**config.mk**
```make
export PLATFORM = sky130hd
export DESIGN_NAME = mac_tx
export DESIGN_NICKNAME = d
export VERILOG_FILES = /design/src/rtl/mac_tx.sv
export SDC_FILE = /design/constraint.sdc
export NUM_CORES = 1
export LEC_CHECK = 0
export CAP_MARGIN = 10
export CORE_MARGIN = 5
export CORE_UTILIZATION = 45
export CTS_BUF_LIST = sky130_fd_sc_hd__clkbuf_16
export CTS_CLUSTER_DIAMETER = 200
export DETAILED_ROUTE_END_ITERATION = 8
export PLACE_DENSITY = 0.75
export SKIP_CTS_REPAIR_TIMING = 1
export SYNTH_ARGS = -nofsm -noshare
export SYNTH_HDL_FRONTEND = slang
export SYNTH_SLANG_ARGS = --single-unit
```
**constraint.sdc**
```tcl
create_clock -name clk -period 6.7 [get_ports clk]
set_input_delay 1.34 -clock clk [delete_from_list [all_inputs] [get_ports clk]]
set_output_delay 1.34 -clock clk [all_outputs]
set_load 0.05 [all_outputs]
```
**src/rtl/mac_tx.sv**
```systemverilog
// Ethernet MAC transmit framer: byte stream in, 4-bit nibble PHY stream out.
// Adds preamble/SFD, zero-pads short frames, appends CRC-32 FCS, then holds the inter-frame gap.
module mac_tx #(
    parameter int MIN_FRAME        = 60,
    parameter int IFG_NIBBLES      = 24,
    parameter int PREAMBLE_NIBBLES = 15
) (
    input  logic       clk,
    input  logic       reset,
    input  logic [7:0] in_data,
    input  logic       in_valid,
    input  logic       in_last,
    output logic       in_ready,
    output logic [3:0] txd,
    output logic       tx_en,
    output logic       tx_er,
    output logic       busy,
    output logic       frame_done,
    output logic       underrun
);

    typedef enum logic [2:0] {
        S_IDLE,
        S_PREAMBLE,
        S_SFD,
        S_DATA,
        S_PAD,
        S_FCS,
        S_ABORT,
        S_IFG
    } state_t;

    localparam logic [31:0] CRC_POLY = 32'hEDB88320;
    localparam int CNT_MAX  = (IFG_NIBBLES > PREAMBLE_NIBBLES) ? IFG_NIBBLES : PREAMBLE_NIBBLES;
    localparam int CNT_W    = $clog2(((CNT_MAX > 8) ? CNT_MAX : 8) + 1);
    localparam logic [CNT_W-1:0] PRE_LAST = CNT_W'(PREAMBLE_NIBBLES - 1);
    localparam logic [CNT_W-1:0] IFG_LAST = CNT_W'(IFG_NIBBLES - 1);
    localparam logic [11:0]      MIN_LEN  = 12'(MIN_FRAME);

    // r_state names what is on the wire this cycle; the output registers are
    // loaded from the next-state decode so the PHY sees a nibble one edge after the decision.
    state_t           r_state;
    logic             r_phase;
    logic [CNT_W-1:0] r_cnt;
    logic [7:0]       r_hold_data;
    logic             r_hold_last;
    logic [10:0]      r_byte_cnt;
    logic [31:0]      r_crc;

    state_t           w_nxt_state;
    logic             w_nxt_phase;
    logic [CNT_W-1:0] w_nxt_cnt;
    logic [3:0]       w_nxt_txd;
    logic             w_nxt_en;
    logic             w_nxt_er;
    logic             w_nxt_done;
    logic             w_nxt_under;
    logic             w_capture;
    logic             w_byte_step;
    logic             w_crc_upd;
    logic [3:0]       w_crc_nib;
    logic [31:0]      w_crc_base;
    logic [31:0]      w_fcs;
    logic [2:0]       w_fcs_idx;
    logic [10:0]      w_byte_inc;
    logic             w_pad_more;

    function automatic logic [31:0] crc_nibble(input logic [31:0] crc, input logic [3:0] nib);
        logic [31:0] c;
        c = crc;
        for (int i = 0; i < 4; i++) begin
            c = (c >> 1) ^ (((c[0] ^ nib[i]) != 1'b0) ? CRC_POLY : 32'h0);
        end
        return c;
    endfunction

    assign w_byte_inc = (r_byte_cnt == 11'h7FF) ? r_byte_cnt : r_byte_cnt + 11'd1;
    assign w_pad_more = ({1'b0, w_byte_inc} < MIN_LEN);
    assign w_crc_base = (r_state == S_SFD) ? 32'hFFFF_FFFF : r_crc;
    assign w_fcs      = ~r_crc;
    assign w_fcs_idx  = r_cnt[2:0] + 3'd1;

    always_comb begin
        // NOTE: every signal gets a default before the case so no path can infer a latch.
        w_nxt_state = r_state;
        w_nxt_phase = r_phase;
        w_nxt_cnt   = r_cnt;
        w_nxt_txd   = 4'h0;
        w_nxt_en    = 1'b0;
        w_nxt_er    = 1'b0;
        w_nxt_done  = 1'b0;
        w_nxt_under = 1'b0;
        w_capture   = 1'b0;
        w_byte_step = 1'b0;
        w_crc_upd   = 1'b0;
        w_crc_nib   = 4'h0;
        in_ready    = 1'b0;

        case (r_state)
            S_IDLE: begin
                if (in_valid) begin
                    w_nxt_state = S_PREAMBLE;
                    w_nxt_cnt   = '0;
                    w_nxt_txd   = 4'h5;
                    w_nxt_en    = 1'b1;
                end
            end

            S_PREAMBLE: begin
                w_nxt_en = 1'b1;
                if (r_cnt == PRE_LAST) begin
                    w_nxt_state = S_SFD;
                    w_nxt_txd   = 4'hD;
                end else begin
                    w_nxt_cnt = r_cnt + 1'b1;
                    w_nxt_txd = 4'h5;
                end
            end

            S_SFD: begin
                in_ready = 1'b1;
                w_nxt_en = 1'b1;
                if (in_valid) begin
                    w_capture   = 1'b1;
                    w_nxt_state = S_DATA;
                    w_nxt_phase = 1'b0;
                    w_nxt_txd   = in_data[3:0];
                    w_crc_upd   = 1'b1;
                    w_crc_nib   = in_data[3:0];
                end else begin
                    w_nxt_state = S_ABORT;
                    w_nxt_er    = 1'b1;
                    w_nxt_under = 1'b1;
                end
            end

            S_DATA: begin
                w_nxt_en = 1'b1;
                if (!r_phase) begin
                    w_nxt_phase = 1'b1;
                    w_nxt_txd   = r_hold_data[7:4];
                    w_crc_upd   = 1'b1;
                    w_crc_nib   = r_hold_data[7:4];
                end else begin
                    in_ready    = !r_hold_last;
                    w_byte_step = 1'b1;
                    if (r_hold_last) begin
                        if (w_pad_more) begin
                            w_nxt_state = S_PAD;
                            w_nxt_phase = 1'b0;
                            w_crc_upd   = 1'b1;
                        end else begin
                            w_nxt_state = S_FCS;
                            w_nxt_cnt   = '0;
                            w_nxt_txd   = w_fcs[3:0];
                        end
                    end else if (in_valid) begin
                        w_capture   = 1'b1;
                        w_nxt_phase = 1'b0;
                        w_nxt_txd   = in_data[3:0];
                        w_crc_upd   = 1'b1;
                        w_crc_nib   = in_data[3:0];
                    end else begin
                        w_nxt_state = S_ABORT;
                        w_nxt_er    = 1'b1;
                        w_nxt_under = 1'b1;
                    end
                end
            end

            S_PAD: begin
                w_nxt_en = 1'b1;
                if (!r_phase) begin
                    w_nxt_phase = 1'b1;
                    w_crc_upd   = 1'b1;
                end else begin
                    w_byte_step = 1'b1;
                    if (w_pad_more) begin
                        w_nxt_phase = 1'b0;
                        w_crc_upd   = 1'b1;
                    end else begin
                        w_nxt_state = S_FCS;
                        w_nxt_cnt   = '0;
                        w_nxt_txd   = w_fcs[3:0];
                    end
                end
            end

            S_FCS: begin
                if (r_cnt[2:0] == 3'd7) begin
                    w_nxt_state = S_IFG;
                    w_nxt_cnt   = '0;
                end else begin
                    w_nxt_cnt  = r_cnt + 1'b1;
                    w_nxt_en   = 1'b1;
                    w_nxt_txd  = w_fcs[{w_fcs_idx, 2'b00} +: 4];
                    w_nxt_done = (r_cnt[2:0] == 3'd6);
                end
            end

            S_ABORT: begin
                w_nxt_state = S_IFG;
                w_nxt_cnt   = '0;
            end

            S_IFG: begin
                // A waiting frame starts straight from the last gap cycle so the gap is exact.
                if (r_cnt == IFG_LAST) begin
                    if (in_valid) begin
                        w_nxt_state = S_PREAMBLE;
                        w_nxt_cnt   = '0;
                        w_nxt_txd   = 4'h5;
                        w_nxt_en    = 1'b1;
                    end else begin
                        w_nxt_state = S_IDLE;
                    end
                end else begin
                    w_nxt_cnt = r_cnt + 1'b1;
                end
            end

            default: begin
                w_nxt_state = S_IDLE;
            end
        endcase
    end

    always_ff @(posedge clk or negedge reset) begin
        if (!reset) begin
            r_state     <= S_IDLE;
            r_phase     <= 1'b0;
            r_cnt       <= '0;
            r_hold_data <= 8'h00;
            r_hold_last <= 1'b0;
            r_byte_cnt  <= 11'd0;
            r_crc       <= 32'hFFFF_FFFF;
            txd         <= 4'h0;
            tx_en       <= 1'b0;
            tx_er       <= 1'b0;
            busy        <= 1'b0;
            frame_done  <= 1'b0;
            underrun    <= 1'b0;
        end else begin
            // NOTE: non-blocking assignments so every flop samples pre-edge values.
            r_state    <= w_nxt_state;
            r_phase    <= w_nxt_phase;
            r_cnt      <= w_nxt_cnt;
            txd        <= w_nxt_txd;
            tx_en      <= w_nxt_en;
            tx_er      <= w_nxt_er;
            busy       <= (w_nxt_state != S_IDLE);
            frame_done <= w_nxt_done;
            underrun   <= w_nxt_under;
            r_crc      <= w_crc_upd ? crc_nibble(w_crc_base, w_crc_nib) : w_crc_base;
            if (w_capture) begin
                r_hold_data <= in_data;
                r_hold_last <= in_last;
            end
            if (r_state == S_SFD) begin
                r_byte_cnt <= 11'd0;
            end else if (w_byte_step) begin
                r_byte_cnt <= w_byte_inc;
            end
        end
    end

endmodule
```
======== Word level (Yosys, flattened, before mapping) ========
Index checks and enable logic that the tools add are counted.
word-level totals
  register bits after elaboration ......... 69
  input port bits ......................... 12
  output and inout port bits .............. 10
  word-level logic and storage cells ...... 125
operators by class
  $add $sub $neg .......................... 3
  order comparisons ....................... 1
  equality and inequality tests ........... 17
  shifts and indexed selects .............. 1
  multiplexer cells ....................... 72
  bitwise operators ....................... 9
  reductions and logical operators ........ 10
operators by type and width
  cell                     count
  $mux W32                 6
  $xor A31 B32 Y32         4
  $mux W5                  8
  $mux W3                  12
  $mux W4                  9
  $pmux W5 S7              1
  $mux W11                 3
  $not A32 Y32             1
  $shiftx A32 B6 Y4        1
  $pmux W4 S7              1
  $mux W1                  24
  $pmux W3 S8              1
  $eq A3 B3 Y1 const B     6
  $add A11 B1 Y11 const B  1
  $eq A11 B11 Y1 const B   1
  $lt A11 B6 Y1 const B    1
  $ne A2 B2 Y1 const B     5
  $pmux W4 S2              1
  $reduce_bool A7 Y1       1
  $eq A3 B2 Y1 const B     2
  $pmux W1 S2              3
  $pmux W1 S3              2
  $reduce_bool A3 Y1       2
  $add A5 B1 Y5 const B    1
  other kinds (13)         16

======== Longest topological paths before layout ========
Gate-level depths: netlist (run 1).
  depth after elaboration ................. 17
  mapped depth ............................ 11
  mapped depth without buffers ............ 9

======== Worst setup path after synthesis (run 1) ========
No wires, ideal clock.
  path kind ............................... flip-flop to output port
  start point ............................. reg r_state[0]
  end point ............................... out in_ready
  arrival ................................. 1669 ps
  required time ........................... 5360 ps
  slack ................................... 3691 ps
  cell stages (with the launch flop) ...... 5
  buffers on the path ..................... 3
  path through ............................ dfrtp_1 > buf_6 > clkbuf_1 > clkbuf_1 > a21oi_1
on the way
  longest elaborated chain between the ends .. 2
  elaborated cells between the ends (all ways) .. 3
  those cells by class .................... eq/ne (2); mux (1)
RTL lines
  item                    line  RTL
  from (decl)             42    state_t r_state;
  from (signal assigned)  245   r_state <= w_nxt_state;
  $eq A3 B2 Y1            99    case (r_state)
  $pmux W1 S2 *           99
  to (decl)               13    output logic in_ready,
Every way passes the cells marked *; elsewhere a longest branch is shown, timed or not.

======== Worst setup path after layout (run 1) ========
  start point ............................. in in_valid
  end point ............................... reg r_crc[18]
on the way
  longest elaborated chain between the ends .. 11
  elaborated cells between the ends (all ways) .. 19
  those cells by class .................... mux (12); bitwise (7)
RTL lines
  item                            line      RTL
  from (decl)                     11        input logic in_valid,
  $mux W4                         123, 157
  $mux W4                         147       if (r_hold_last) begin
  $mux W4                         139       if (!r_phase) begin
  $pmux W4 S2                     99
  $xor A1 B1 Y1                   72        c = (c >> 1) ^ (((c[0] ^ nib[i]) != 1'b0) ? CRC_POLY : 32'h0);
  $mux W32                        72
  $xor A31 B32 Y32 (4 in series)  72
  $mux W32 *                      254       r_crc <= w_crc_upd ? crc_nibble(w_crc_base, w_crc_nib) : w_crc_base;
  to (signal assigned)            254
  to (decl)                       48        logic [31:0] r_crc;
Marks and branches as above.
A chain may end at the register's enable or synchronous reset.

==> qor.csv, run 1 <==
stage,metric,value,unit
run_status,outcome,"complete, no violations",
timing,max_freq,258,MHz
synthesis,ys.flop_type,dfrtp_1,
clocking,cts_sinks,65,
clocking,numCtsBuffers,9,
synthesis,syn_avg_cell_area,9.13,µm²
timing,rsz0062_at_grt,false,
layout,nFillCells,843,
power,sequentialPowerShare,37.0,%
synthesis,yosysWarnings,0,
synthesis,ys_seq_area_share,39.4,%
synthesis,synth_edf_count,0,
clocking,path_clk_slew,0.06,ns
clocking,clockBufferDepth,2,
layout,antenna-diode-count,0,
synthesis,synthArstFlopShare,100,%
synthesis,synth-seq-cells,65,
die,num_rows,35,
synthesis,yosys.area.top_type,dfstp_2,
setup_path,max_stage_delay,0.82,ns
grt,antenna_found_initial,0,
die,die_h,107,µm
grt,grtUsageTotal,19.2,%
route,drc,0,
timing,period_share,57.9,%
route,routedWlPerCell,17.5,µm
power,combPwrFrac,40.7,%
synthesis,synth_top_cell_area_share,19.9,%
route,vias,3658,
grt,overflow,0,
setup_path,crit_fanout,14,
die,initial_core_util,46.0,%
setup_path,end_kind,register,
die,die_area,11400,µm²
synthesis,syn_nets,480,
timing,period_minus_slack,3.88,ns
placement,io_buffer_count,21,
power,p_total,2.19,mW
setup_path,arrival,4.12,ns
die,core,9200,µm²
job,drv_cap,0,
worst_hold_path,hold_class,reg2reg,
timing,slew-limit-headroom,35.6,%
power,peakVddDrop,163,µV
placement,pre_cts_ws,2.55,ns
layout,num-nets-final,485,
synthesis,synthTopCellsByArea,"dfstp_2 (20%), dfrtp_1 (20%), nand2_1 (4.8%)",
clocking,clock_latency,0.33,ns
layout,syn2layout_area_growth,12.5,%
timing,worst_pin_slew,0.963,ns
timing,setup_violations,0,
synthesis,synth_most_common_cell,nand2_1,
timing,clock_skew,0.00696,ns
synthesis,synthCells,464,
grt,grt_max_degree,66,
synthesis,ys_top_cells_by_count,"nand2_1 (54), nor2_1 (49), a21oi_1 (40)",
synthesis,syn_area,4230,µm²
setup_path,worst-r2r-setup-slack,3.38,ns
synthesis,synth_cell_types,70,
timing,report.final.slew_viol_count,0,
timing,tns,0,ns
power,p_leak,1.91,nW
setup_path,slowest_stage,clkdlybuf4s50_1,
setup_path,criticalPathCategory,in2reg,
timing,final_hold_viol_count,0,
placement,gp_congestion,0.921,
grt,grt_pass1_vias,3561,
grt,grt_pass1_wl,17700,µm
timing,timing.final.ws_setup,2.82,ns
setup_path,path_cells,clkdlybuf4s50_1 > nand2b_4 > nor3_4 > a2111oi_0 > a211o_1 > xor2_2 > xnor2_1 > nor4_1 > a211oi_1,
power,switching_share,39.0,%
setup_path,crit_required,6.94,ns
clocking,tritoncts,done,
route,totalWireLength,10200,µm
clocking,cts-htree-levels,3,
die,top_level_ports,22,
power,p_switching,0.856,mW
route,dr.pass1.iters,5,
clocking,cts_root_buffer,clkbuf_16,
power,p_int,1.34,mW
setup_path,critPathLaunchType,input pin,
placement,dpl.hpwl,6850,µm
layout,drive_gt1_share,18.6,%
die,die_w,107,µm
power,clkPwrFrac,22.4,%
power,power.density,461,nW/µm²
route,vias_per_cell,6.25,
route,ant_nets,0,
route,drt_iter0_drc,326,
[routing by layer]
layer	wire (µm)	GRT usage [%]	vias to the layer above
li1	-	-	1726
met1	4470	25.8	1779
met2	5030	30.7	142
met3	582	3.67	11
met4	150	7.21	0
met5	0	0	-
[layout by cell type, fill, tap and decap left out, types with 5 or more instances in the layout]
cell             count
a221oi_1             7
a211oi_1             7
and3_1               9
nor2_1              49
clkdlybuf4s50_1     20
o21ai_0             20
a21o_1               6
mux4_2               8
nand2b_1             8
mux2_2               5
dfstp_2             32
nand2_1             54
nor3_1              28
inv_1               11
a21oi_1             40
mux2i_1              7
o22ai_1             14
nand3_1             14
dfrtp_1             33
clkbuf_16            9
[power groups by stage]
stage	combinational, mW	sequential, mW	clock, mW
after floorplan	0.751	0.736	0
final	0.892	0.811	0.491
after CTS	0.889	0.805	0.498
after detailed placement	0.883	0.809	0
after global routing	0.977	0.835	0.520
after global placement	0.861	0.802	0
[cells by family (layout without fill, tap and decap cells)]
group,count (synthesis),after routing,synth area share (%)
compound gates,136,136,22.1
fa+ha+maj,4,4,1.18
flops,65,65,39.4
xor+xnor,12,12,4.26
simple gates,188,188,21.5
buf+inv,39,49,4.37
mux,20,20,7.24
[registers in the layout (all words and copies together), names as in the netlist]
signal / cells
busy: 1
frame_done: 1
r_byte_cnt: 11
r_cnt: 5
r_crc: 32
r_hold_data: 4
r_hold_last: 1
r_phase: 1
r_state: 3
tx_en: 1
txd: 4
underrun: 1
[final timing paths]
check	from	endpoint	cells past startpoint
min in group asynchronous	reset	underrun$_DFF_PN0_	2
max in group asynchronous	reset	r_byte_cnt[4]$_DFFE_PN0P_	2
hold / removal	r_crc[5]$_DFF_PN1_	r_crc[1]$_DFF_PN1_	2
setup reg to reg	r_state[2]$_DFF_PN0_	r_crc[24]$_DFF_PN1_	9
setup / recovery	in_valid	r_crc[18]$_DFF_PN1_	9
hold reg to reg	r_crc[5]$_DFF_PN1_	r_crc[1]$_DFF_PN1_	2
[metrics by stage]
step / hold WS [ns] / cells / util (%) / area (µm²)
floorplan: 0.468 / 464 / - / 4230
global placement: 0.483 / 569 / 48.5 / 4460
detailed placement: 0.497 / 569 / 48.5 / 4460
CTS: 0.500 / 585 / 51.8 / 4760
global route: 0.521 / 585 / 51.8 / 4760
finish: 0.495 / 585 / 51.8 / 4760
[critical path: cells and delay by family]
| kind | cells | cell delay (ns) |
|---|---|---|
| buf+inv | 1 | 0.82 |
| simple gates | 3 | 0.51 |
| compound gates | 3 | 0.88 |
| xor+xnor | 2 | 0.57 |
[area by class of cell]
type	count	area, µm²	area share [%]
multi-input cells	360	2390	50.1
flip-flops and latches	65	1670	35.0
clock buffers	9	225	4.73
clock inverters	7	80.1	1.68
inverters	8	30.0	0.631
repair buffers	25	235	4.94
well taps	111	139	2.92
Power figures use the tool's default switching activity.
==> run 2: changes to the inputs <==
--- a/config.mk
+++ b/config.mk
@@ -11,7 +11,7 @@
 export CTS_BUF_LIST = sky130_fd_sc_hd__clkbuf_16
 export CTS_CLUSTER_DIAMETER = 200
 export DETAILED_ROUTE_END_ITERATION = 8
-export PLACE_DENSITY = 0.75
+export PLACE_DENSITY = 0.77
 export SKIP_CTS_REPAIR_TIMING = 1
 export SYNTH_ARGS = -nofsm -noshare
 export SYNTH_HDL_FRONTEND = slang
==> constraint.sdc (replaced) <==
create_clock -name clk -period 3.4 [get_ports clk]
set_input_delay 0.68 -clock clk [delete_from_list [all_inputs] [get_ports clk]]
set_output_delay 0.68 -clock clk [all_outputs]
set_load 0.05 [all_outputs]
==> run 2 against run 1 <==
Net effect:
- design area increased by 2.2%
- power increased by 100%
- die area unchanged
- first-iteration DRC count decreased by 8.9%
- final cell count increased by 1.7%
- via count increased by 3.0%
- largest cell class unchanged
==> qor.csv, run 2 (synthesis gave the netlist of run 1 again) <==
stage,metric,value,unit,change
run_status,outcome,"complete, no violations",,
route,ant_nets,0,,unchanged
setup_path,critPathLaunchType,register,,
layout,drive_gt1_share,20.2,%,+1.7 points
die,num_rows,35,,unchanged
power,power.density,906,nW/µm²,+97%
layout,multi_input_area,2390,µm²,unchanged
layout,top_register,r_crc,,
timing,max_freq,326,MHz,
worst_hold_path,hold_class,in2async,,
layout,final_common_cell,nand2_1,,
placement,io_buffer_count,21,,unchanged
setup_path,end_kind,output port,,
timing,setup_violations,0,,unchanged
route,dr.pass1.iters,4,,-1
timing,period_minus_slack,3.07,ns,
clocking,numCtsBuffers,9,,unchanged
grt,grt_pass1_vias,3780,,+6.1%
power,peakVddDrop,327,µV,+100%
layout,nFillCells,815,,-3.3%
power,p_leak,1.96,nW,+2.9%
timing,worst_pin_slew,0.947,ns,-0.0160 ns
route,totalWireLength,11100,µm,+8.1%
die,die_w,107,µm,unchanged
layout,fin_util,52.9,%,+1.1 points
route,routedWlPerCell,18.6,µm,+6.3%
grt,antenna_found_initial,0,,unchanged
die,die_area,11400,µm²,unchanged
clocking,tritoncts,done,,
layout,seqCellArea,1670,µm²,unchanged
setup_path,path_cells,nand2b_1 > a21oi_1 > clkdlybuf4s50_1,,
placement,dpl.hpwl,7780,µm,+14%
timing,clock_skew,0.00871,ns,+0.00175 ns
timing,rsz0062_at_grt,false,,
power,p_total,4.40,mW,+100%
clocking,cts_sinks,65,,unchanged
layout,reg.largest.list,"r_crc x32, r_byte_cnt x11, r_cnt x5",,
route,drc,0,,unchanged
grt,grtUsageTotal,20.0,%,+0.83 points
placement,dpl_cell_area,4560,µm²,+2.4%
setup_path,criticalPathCategory,reg2out,,
placement,dp_cells,580,,+1.9%
layout,layout_common_cells,"nand2_1 (54), nor2_1 (49), a21oi_1 (40), dfrtp_1 (33), dfstp_2 (32)",,
layout,stdcell_count,595,,+1.7%
timing,fin_hold_ws,0.420,ns,-0.0745 ns
setup_path,max_stage_delay,0.83,ns,about the same
setup_path,arrival,2.39,ns,-1.73 ns
setup_path,path_buf_inv,1,,unchanged
timing,period_share,90.3,%,
layout,syn2layout_area_growth,14.9,%,
timing,timing.final.ws_setup,0.329,ns,-2.49 ns
timing,final_hold_viol_count,0,,unchanged
clocking,clockBufferDepth,2,,unchanged
setup_path,crit_fanout,16,,+2
setup_path,slowest_stage,clkdlybuf4s50_1,,
clocking,clock_latency,0.33,ns,about the same
grt,grt_pass1_wl,18400,µm,+3.9%
die,core,9200,µm²,unchanged
placement,pre_cts_ws,0.351,ns,-2.19 ns
timing,slew-limit-headroom,36.7,%,+1.1 points
route,vias_per_cell,6.33,,+1.3%
layout,num-nets-final,496,,+2.3%
route,drt_iter0_drc,297,,-8.9%
setup_path,crit_required,2.72,ns,-4.22 ns
route,vias,3769,,+3.0%
grt,grt_max_degree,43,,-35%
layout,final_area,4860,µm²,+2.2%
placement,gp_congestion,0.965,,+4.9%
grt,overflow,0,,unchanged
setup_path,critical_path.top_delay_family,buffers and inverters,,
job,drv_cap,0,,unchanged
layout,antenna-diode-count,0,,unchanged
die,die_h,107,µm,unchanged
timing,tns,0,ns,unchanged
timing,report.final.slew_viol_count,0,,unchanged
layout,largest_reg_flops,32,,unchanged
clocking,cts-htree-levels,3,,unchanged
die,initial_core_util,46.0,%,unchanged
die,top_level_ports,22,,unchanged
clocking,path_clk_slew,0.06,ns,about the same
clocking,cts_root_buffer,clkbuf_16,,
-- run 2: cell types whose count changed in the layout (fill, tap and decap cells not counted) --
cell and change:
buf_4 +9, buf_12 +2, clkinv_1 +2, inv_1 -2
clkinv_2 -1
-- run 2: path summary, 6_finish.rpt --
kind                                       from                  end  slack, ns  depth (start not counted)
min in group clk            r_crc[15]$_DFF_PN1_  r_crc[11]$_DFF_PN1_       0.49                          2
hold / removal                            reset   underrun$_DFF_PN0_       0.42                          1
max in group asynchronous                 reset   r_crc[7]$_DFF_PN1_       2.26                          2
setup reg to reg           r_state[1]$_DFF_PN0_  r_crc[19]$_DFF_PN1_       0.60                          8
hold reg to reg             r_crc[15]$_DFF_PN1_  r_crc[11]$_DFF_PN1_       0.49                          2
setup / recovery           r_state[1]$_DFF_PN0_             in_ready       0.33                          3
-- run 2: layer usage --
layer / up-vias / part of all wire [%] / global-route usage [%]
li1: 1749 / - / -
met1: 1855 / 43 / 24.8
met2: 145 / 50 / 33.5
met3: 20 / 5.1 / 4.33
met4: 0 / 2.0 / 8.68
met5: - / 0 / 0
-- run 2: power by group --
part,switching [mW],total (mW),internal [mW]
clock network,0.334,0.961,0.627
logic,1.05,1.89,0.844
registers,0.344,1.55,1.21
total,1.73,4.40,2.68
-- run 2: final cells by class --
cell class	instances	share of cell area, %
multi-input combinational	360	49.0
inverter	8	0.617
sequential	65	34.3
clock inverter	6	1.54
clock buffer	9	4.63
tap	111	2.85
timing repair buffer	36	7.05
-- run 2: worst register-to-register path: stages, from the launching register on --
cell	delay, ns
dfrtp_1	0.64
nand2b_1	0.34
nor2_2	0.38
a2111oi_1	0.11
a211o_2	0.38
xor2_4	0.22
xnor2_1	0.35
nor4_2	0.08
a211oi_2	0.22
